==> src/rtl/bch_ibm_solver.sv <==
`default_nettype none
// +--------------------------------------------------------------------------+
// | Module   : bch_ibm_solver                                                |
// | Purpose  : Inversion-free Berlekamp-Massey key-equation solver for the   |
// |            binary BCH decoder. Turns 2t syndromes into the error-locator |
// |            polynomial Lambda(x), its degree L and an uncorrectable flag. |
// |            Codes: (63,51) t=2 GF(2^6), (255,239) t=2 GF(2^8),            |
// |            (1023,983) t=4 GF(2^10).                                      |
// | Ports    : clk, rstn (async, active-low)                                 |
// |            code   [1:0]  1: m=6,t=2  2: m=8,t=2  0/3: m=10,t=4           |
// |            start         one-cycle request, accepted in IDLE only        |
// |            syn    [79:0] S1..S8, 10 bits each, S1 in [9:0]               |
// |            busy          high while a solve is in flight                 |
// |            done          one-cycle result-valid pulse                    |
// |            lambda [49:0] Lambda0..Lambda4, Lambda0 in [9:0]              |
// |            deg    [2:0]  final L                                         |
// |            fail          L > t at completion                             |
// | Revision : 1.0 - initial release                                         |
// +--------------------------------------------------------------------------+
module bch_ibm_solver #(
  parameter int M_MAX = 10,
  parameter int T_MAX = 4
) (
  input  logic                         clk,
  input  logic                         rstn,
  input  logic [1:0]                   code,
  input  logic                         start,
  input  logic [2*T_MAX*M_MAX-1:0]     syn,
  output logic                         busy,
  output logic                         done,
  output logic [(T_MAX+1)*M_MAX-1:0]   lambda,
  output logic [2:0]                   deg,
  output logic                         fail
);

  localparam int c_ns = 2 * T_MAX;
  localparam int c_nl = T_MAX + 1;
  localparam int c_rw = $clog2(c_ns + 1);
  localparam int c_lw = 3;

  // Internal field selector
  localparam logic [1:0] c_f6  = 2'd0;
  localparam logic [1:0] c_f8  = 2'd1;
  localparam logic [1:0] c_f10 = 2'd2;

  typedef enum logic [1:0] {IDLE, DISC, UPD, DONE} state_t;

  function automatic logic [1:0] fsel_of(input logic [1:0] c);
    case (c)
      2'd1:    fsel_of = c_f6;
      2'd2:    fsel_of = c_f8;
      default: fsel_of = c_f10;
    endcase
  endfunction

  function automatic logic [M_MAX-1:0] mask_of(input logic [1:0] f);
    case (f)
      c_f6:    mask_of = M_MAX'('h03F);
      c_f8:    mask_of = M_MAX'('h0FF);
      default: mask_of = M_MAX'('h3FF);
    endcase
  endfunction

  // Horner-style GF(2^m) product: shift/reduce the accumulator, then add a.
  // Operands are always already masked to m bits.
  function automatic logic [M_MAX-1:0] gf_mul(input logic [M_MAX-1:0] a,
                                              input logic [M_MAX-1:0] b,
                                              input logic [1:0]       f);
    logic [M_MAX-1:0] acc, mask, top, plow;
    mask = mask_of(f);
    top  = mask & ~(mask >> 1);
    case (f)
      c_f6:    plow = M_MAX'('h003);   // x^6+x+1
      c_f8:    plow = M_MAX'('h01D);   // x^8+x^4+x^3+x^2+1
      default: plow = M_MAX'('h009);   // x^10+x^3+1
    endcase
    acc = {M_MAX{1'b0}};
    for (int i = M_MAX - 1; i >= 0; i--) begin
      acc = ((acc << 1) & mask) ^ (((acc & top) != {M_MAX{1'b0}}) ? plow : {M_MAX{1'b0}});
      if (b[i]) acc = acc ^ a;
    end
    return acc;
  endfunction

  state_t            r_state, w_state_next;
  logic [1:0]        r_fsel;
  logic [M_MAX-1:0]  r_syn   [c_ns];
  logic [M_MAX-1:0]  r_lam   [c_nl];
  logic [M_MAX-1:0]  r_b     [c_nl];
  logic [M_MAX-1:0]  r_gamma;
  logic [M_MAX-1:0]  r_delta;
  logic [c_lw-1:0]   r_l;
  logic [c_rw-1:0]   r_r;

  logic [M_MAX-1:0]  w_syn_tap  [c_nl];
  logic [M_MAX-1:0]  w_xb       [c_nl];
  logic [M_MAX-1:0]  w_x2b      [c_nl];
  logic [M_MAX-1:0]  w_xlam     [c_nl];
  logic [M_MAX-1:0]  w_lam_next [c_nl];
  logic [M_MAX-1:0]  w_b_next   [c_nl];
  logic [M_MAX-1:0]  w_delta;
  logic [M_MAX-1:0]  w_cap_mask;
  logic [1:0]        w_cap_fsel;
  logic              w_take;
  logic              w_last;
  logic [c_lw-1:0]   w_l_next;
  logic [c_lw-1:0]   w_t;
  logic [c_rw-1:0]   w_two_t;
  logic [c_rw-1:0]   w_r_next;

  assign busy       = (r_state != IDLE);
  assign w_cap_fsel = fsel_of(code);
  assign w_cap_mask = mask_of(w_cap_fsel);
  assign w_t        = (r_fsel == c_f10) ? c_lw'(T_MAX) : c_lw'(2);
  assign w_two_t    = (r_fsel == c_f10) ? c_rw'(c_ns)  : c_rw'(4);
  assign w_r_next   = r_r + c_rw'(2);
  assign w_last     = (w_r_next == w_two_t);

  // Discrepancy: sum of Lambda_i * S(r+1-i); taps outside S1..S2T read as 0.
  always_comb begin
    w_delta = {M_MAX{1'b0}};
    for (int i = 0; i < c_nl; i++) begin
      w_syn_tap[i] = {M_MAX{1'b0}};
      for (int k = 1; k <= c_ns; k++) begin
        if (int'(r_r) + 1 - i == k) w_syn_tap[i] = r_syn[k-1];
      end
      w_delta = w_delta ^ gf_mul(r_lam[i], w_syn_tap[i], r_fsel);
    end
  end

  // Shifted copies of B and Lambda, truncated at degree T_MAX.
  always_comb begin
    for (int i = 0; i < c_nl; i++) begin
      w_xb[i]   = {M_MAX{1'b0}};
      w_x2b[i]  = {M_MAX{1'b0}};
      w_xlam[i] = {M_MAX{1'b0}};
    end
    for (int i = 1; i < c_nl; i++) begin
      w_xb[i]   = r_b[i-1];
      w_xlam[i] = r_lam[i-1];
    end
    for (int i = 2; i < c_nl; i++) begin
      w_x2b[i]  = r_b[i-2];
    end
  end

  // Length change only when the discrepancy is nonzero and 2L <= r.
  assign w_take   = (r_delta != {M_MAX{1'b0}}) &&
                    (((c_rw+1)'(r_l) << 1) <= (c_rw+1)'(r_r));
  assign w_l_next = w_take ? c_lw'(r_r + c_rw'(1) - c_rw'(r_l)) : r_l;

  always_comb begin
    for (int i = 0; i < c_nl; i++) begin
      w_lam_next[i] = gf_mul(r_gamma, r_lam[i], r_fsel) ^ gf_mul(r_delta, w_xb[i], r_fsel);
      w_b_next[i]   = w_take ? w_xlam[i] : w_x2b[i];
    end
  end

  always_ff @(posedge clk or negedge rstn) begin
    if (!rstn) r_state <= IDLE;
    else       r_state <= w_state_next;
  end

  always_comb begin
    w_state_next = r_state;
    case (r_state)
      IDLE:    if (start) w_state_next = DISC;
      DISC:    w_state_next = UPD;
      UPD:     w_state_next = w_last ? DONE : DISC;
      DONE:    w_state_next = IDLE;
      default: w_state_next = IDLE;
    endcase
  end

  always_ff @(posedge clk or negedge rstn) begin
    if (!rstn) begin
      r_fsel  <= 2'd0;
      r_gamma <= {M_MAX{1'b0}};
      r_delta <= {M_MAX{1'b0}};
      r_l     <= {c_lw{1'b0}};
      r_r     <= {c_rw{1'b0}};
      for (int k = 0; k < c_ns; k++) r_syn[k] <= {M_MAX{1'b0}};
      for (int i = 0; i < c_nl; i++) begin
        r_lam[i] <= {M_MAX{1'b0}};
        r_b[i]   <= {M_MAX{1'b0}};
      end
      done   <= 1'b0;
      lambda <= '0;
      deg    <= 3'd0;
      fail   <= 1'b0;
    end else begin
      done <= 1'b0;
      case (r_state)
        IDLE: begin
          if (start) begin
            r_fsel <= w_cap_fsel;
            // Syndromes beyond S2t and bits above m are dropped here.
            for (int k = 0; k < c_ns; k++) begin
              r_syn[k] <= ((w_cap_fsel == c_f10) || (k < 4)) ?
                          (syn[k*M_MAX +: M_MAX] & w_cap_mask) : {M_MAX{1'b0}};
            end
            for (int i = 0; i < c_nl; i++) begin
              r_lam[i] <= (i == 0) ? M_MAX'(1) : {M_MAX{1'b0}};
              r_b[i]   <= (i == 0) ? M_MAX'(1) : {M_MAX{1'b0}};
            end
            r_gamma <= M_MAX'(1);
            r_l     <= {c_lw{1'b0}};
            r_r     <= {c_rw{1'b0}};
          end
        end
        DISC: r_delta <= w_delta;
        UPD: begin
          for (int i = 0; i < c_nl; i++) begin
            r_lam[i] <= w_lam_next[i];
            r_b[i]   <= w_b_next[i];
          end
          if (w_take) r_gamma <= r_delta;
          r_l <= w_l_next;
          r_r <= w_r_next;
          // Results are registered on entry to DONE so done is seen in DONE.
          if (w_last) begin
            done <= 1'b1;
            for (int i = 0; i < c_nl; i++) begin
              lambda[i*M_MAX +: M_MAX] <= (i <= int'(w_t)) ? w_lam_next[i] : {M_MAX{1'b0}};
            end
            deg  <= w_l_next;
            fail <= (w_l_next > w_t);
          end
        end
        default: ;
      endcase
    end
  end

endmodule
`default_nettype wire

==> config.mk <==
export PLATFORM = sky130hd
export DESIGN_NAME = bch_ibm_solver
export DESIGN_NICKNAME = d
export VERILOG_FILES = /design/src/rtl/bch_ibm_solver.sv
export SDC_FILE = /design/constraint.sdc
export NUM_CORES = 2
export LEC_CHECK = 0
export BUFFER_PORTS_ARGS = -buffer_cell sky130_fd_sc_hd__buf_2
export CAP_MARGIN = 20
export CORE_ASPECT_RATIO = 1.5
export CORE_UTILIZATION = 50
export DETAILED_ROUTE_END_ITERATION = 7
export PLACE_DENSITY_LB_ADDON = 0.08
export RECOVER_POWER = 50
export SYNTH_ARGS = -nofsm -noshare
export SYNTH_HDL_FRONTEND = slang
export SYNTH_SLANG_ARGS = --single-unit
==> constraint.sdc <==
create_clock -name clk -period 10.6 [get_ports clk]
set_input_delay 1.59 -clock clk [delete_from_list [all_inputs] [get_ports clk]]
set_output_delay 1.59 -clock clk [all_outputs]
set_load 0.005 [all_outputs]
==> flow_metrics.tcl <==
set metrics [dict create \
    crit_required_ns 9.16 \
    rsz0062_at_grt "false" \
    fin_crit_sh_pct 72.6 \
    ir_worst_vdd_uv 296 \
    reg2reg_to "r_delta[3]" \
    setup_ws_ns 2.91 \
    finalSetupViolations 0 \
    critPathKind "in -> async" \
    syn_area_mm2 0.0373 \
    final_util_pct 53.6 \
    cp-end-kind "async pin" \
    synth_most_common_cell "nand2_1" \
    hold_depth 2 \
    drc 0 \
    async_flop_share_pct 100 \
    wire_per_inst_um 25.1 \
    hp-start "lambda[47]" \
    grt-ovfl-total 0 \
    hold_violations 0 \
    grt_max_degree 136 \
    violations "max-capacitance violations, max-slew violations" \
    timing.rr.start "r_r[3]" \
    crit_chain "clkbuf_1" \
    max_slew_margin_pct -343 \
    power_frac_seq_pct 12.9 \
    netlist.area_leader.share_pct 25.1 \
    synth_area_leaders "xnor2_1 (25%), dfrtp_1 (16%), nand2_1 (16%)" \
    antenna_found_initial 3 \
    ys.flop_type "dfrtp_1" \
    period_needed_ns 7.69 \
    post-cts-setup-buffers 0 \
    crit_slowest_cell "clkbuf_1" \
    cts_sinks 246 \
    grt_pass1_wl_um 222000 \
    portBuffers 140 \
    p_clk_share_pct 7.5 \
    cts_buffers 27 \
    finClkSkew_ns 0.0169 \
    h-tree-depth 1 \
    dp.cells 5945 \
    pre_cts_slack_ns 4.13 \
    clk_path_buf_depth 3 \
    p_int_mw 6.26 \
    yosys-top-cells-count "nand2_1 (1623), xnor2_1 (1069), xor2_1 (325)" \
    placed_area_mm2 0.0386 \
    slew_viol_final 169 \
    core-area_mm2 0.0739 \
    avgSynthCellArea_um2 7.31 \
    drive_above_1_share_pct 8.72 \
    hold_path_end "lambda[47]" \
    path_clk_slew_ns 0.07 \
    synth_largest_area_cell "xnor2_1" \
    crit_family "buffers and inverters" \
    finalPower_mw 14.6 \
    powerDensity_mw_per_mm2 369 \
    max_freq_mhz 130 \
    dp_hpwl_um 107000 \
    outcome "complete, but fails checks" \
    cts_root_buf "clkbuf_16" \
    drv_cap 3 \
    synth_cells 5102 \
    p_sw_share_pct 57.1 \
    gp_congestion 0.980 \
    wirelength_um 151000 \
    critical_path.max_fanout 112 \
    worst-r2r-setup-slack_ns 4.01 \
    fp-row-count 122 \
    cts_hold_buf 0 \
    pwr-share-comb_pct 79.5 \
    dr.pass1.iters 6 \
    cts_tree "yes" \
    final_cells 5996 \
    slowest_delay_ns 4.52 \
    crit_buf_inv 1 \
    antenna_left 0 \
    synth-seq-area-share_pct 16.5 \
    die_w_um 225 \
    fin_nets 5084 \
    worst_pin_slew_ns 6.64 \
    initial_core_util_pct 50.5 \
    grtUsageTotal_pct 39.4 \
    drt_iter0_drc 3124 \
    dieArea_mm2 0.0757 \
    reg2reg_depth 19 \
    p_leak_nw 14.2 \
    hold_path_class "reg -> reg" \
    cts-resized-gates 0 \
    p_switching_mw 8.35 \
    grt_pass1_vias 34200 \
    areaGrowthSynthToFinish_pct 6.18 \
    setup_tns_ns 0 \
    worstPathArrival_ns 6.25 \
    synth_edf_count 0 \
    num_io_pins 141 \
    start_kind "input pin" \
    die_y_um 337 \
    via_count 35300 \
    yosysWarnings 0 \
    fin_area_mm2 0.0396 \
    ys_types 102 \
    vias_per_cell 5.89 \
    ys_ff_latch 246 \
    clk_latency_ns 0.61 \
    holdWs_ns 0.469 \
]
cell families (layout without fill, tap and decap cells):
family / count (synthesis) / after routing / share of synthesized area, %
simple gates: 2099 / 2099 / 23.1
xor+xnor: 1507 / 1507 / 39.6
compound gates: 644 / 644 / 11.0
buf+inv: 456 / 352 / 4.96
flops: 246 / 246 / 16.5
mux: 131 / 131 / 4.21
fa+ha+maj: 17 / 17 / 0.570
other cells: 2 / 8 / 0.0201
worst max path at each step:
stage	start	end	slack (ns)	cells after the start
floorplan	r_r[1]	r_delta[8]	5.36	25
CTS	r_r[3]	r_delta[3]	4.07	19
global route	rstn	r_gamma[4]	1.79	1
global placement	r_r[3]	r_delta[3]	4.20	19
finish	rstn	r_gamma[4]	2.91	1
detailed placement	r_r[3]	r_delta[3]	4.13	19
power by group through the flow:
stage	logic (mW)	registers [mW]	clock network, mW
after floorplan	7.84	1.53	0
after detailed placement	11.3	1.88	0
after global placement	11.3	1.87	0
after global routing	12.1	1.91	1.15
after CTS	11.4	1.86	1.12
final	11.6	1.89	1.10
state kept, by name, summed over array words and instances, names as in the netlist, 3 cells and up:
register / cells
r_syn: 80
r_r: 3
r_b: 31
r_lam: 50
r_delta: 10
deg: 3
r_gamma: 10
r_l: 3
lambda: 50
routing by layer:
metal / vias up / global-route usage [%] / part of all wire, %
li1: 16200 / - / -
met1: 16800 / 41.8 / 35
met2: 1712 / 66.5 / 47
met3: 652 / 5.74 / 7.0
met4: 4 / 37.9 / 11
met5: - / 0 / 0.021
final cells by class:
class	instances	area (um2)
Fill cell	7444	34300
Multi-Input combinational cell	4404	29400
Inverter	34	128
Clock buffer	33	728
Antenna cell	2	5.00
Timing Repair Buffer	269	1690
Tap cell	992	1240
Clock inverter	16	283
Sequential cell	246	6180
layout by cell type (no fill, tap or decap), drive strengths merged, types with 17 or more instances in the layout:
cell	count
dfrtp	246
mux2	44
a21oi	88
a22oi	28
ha	17
nor2b	23
o21ai	287
buf	263
nor3	28
xor2	327
mux2i	71
o22ai	40
and2	35
a22o	35
nand2b	29
nor2	181
a211oi	19
nand3	78
clkbuf	39
nand2	1624
inv	34
xnor2	1073
xnor3	91
No activity file was read; power rests on OpenSTA's default activity.
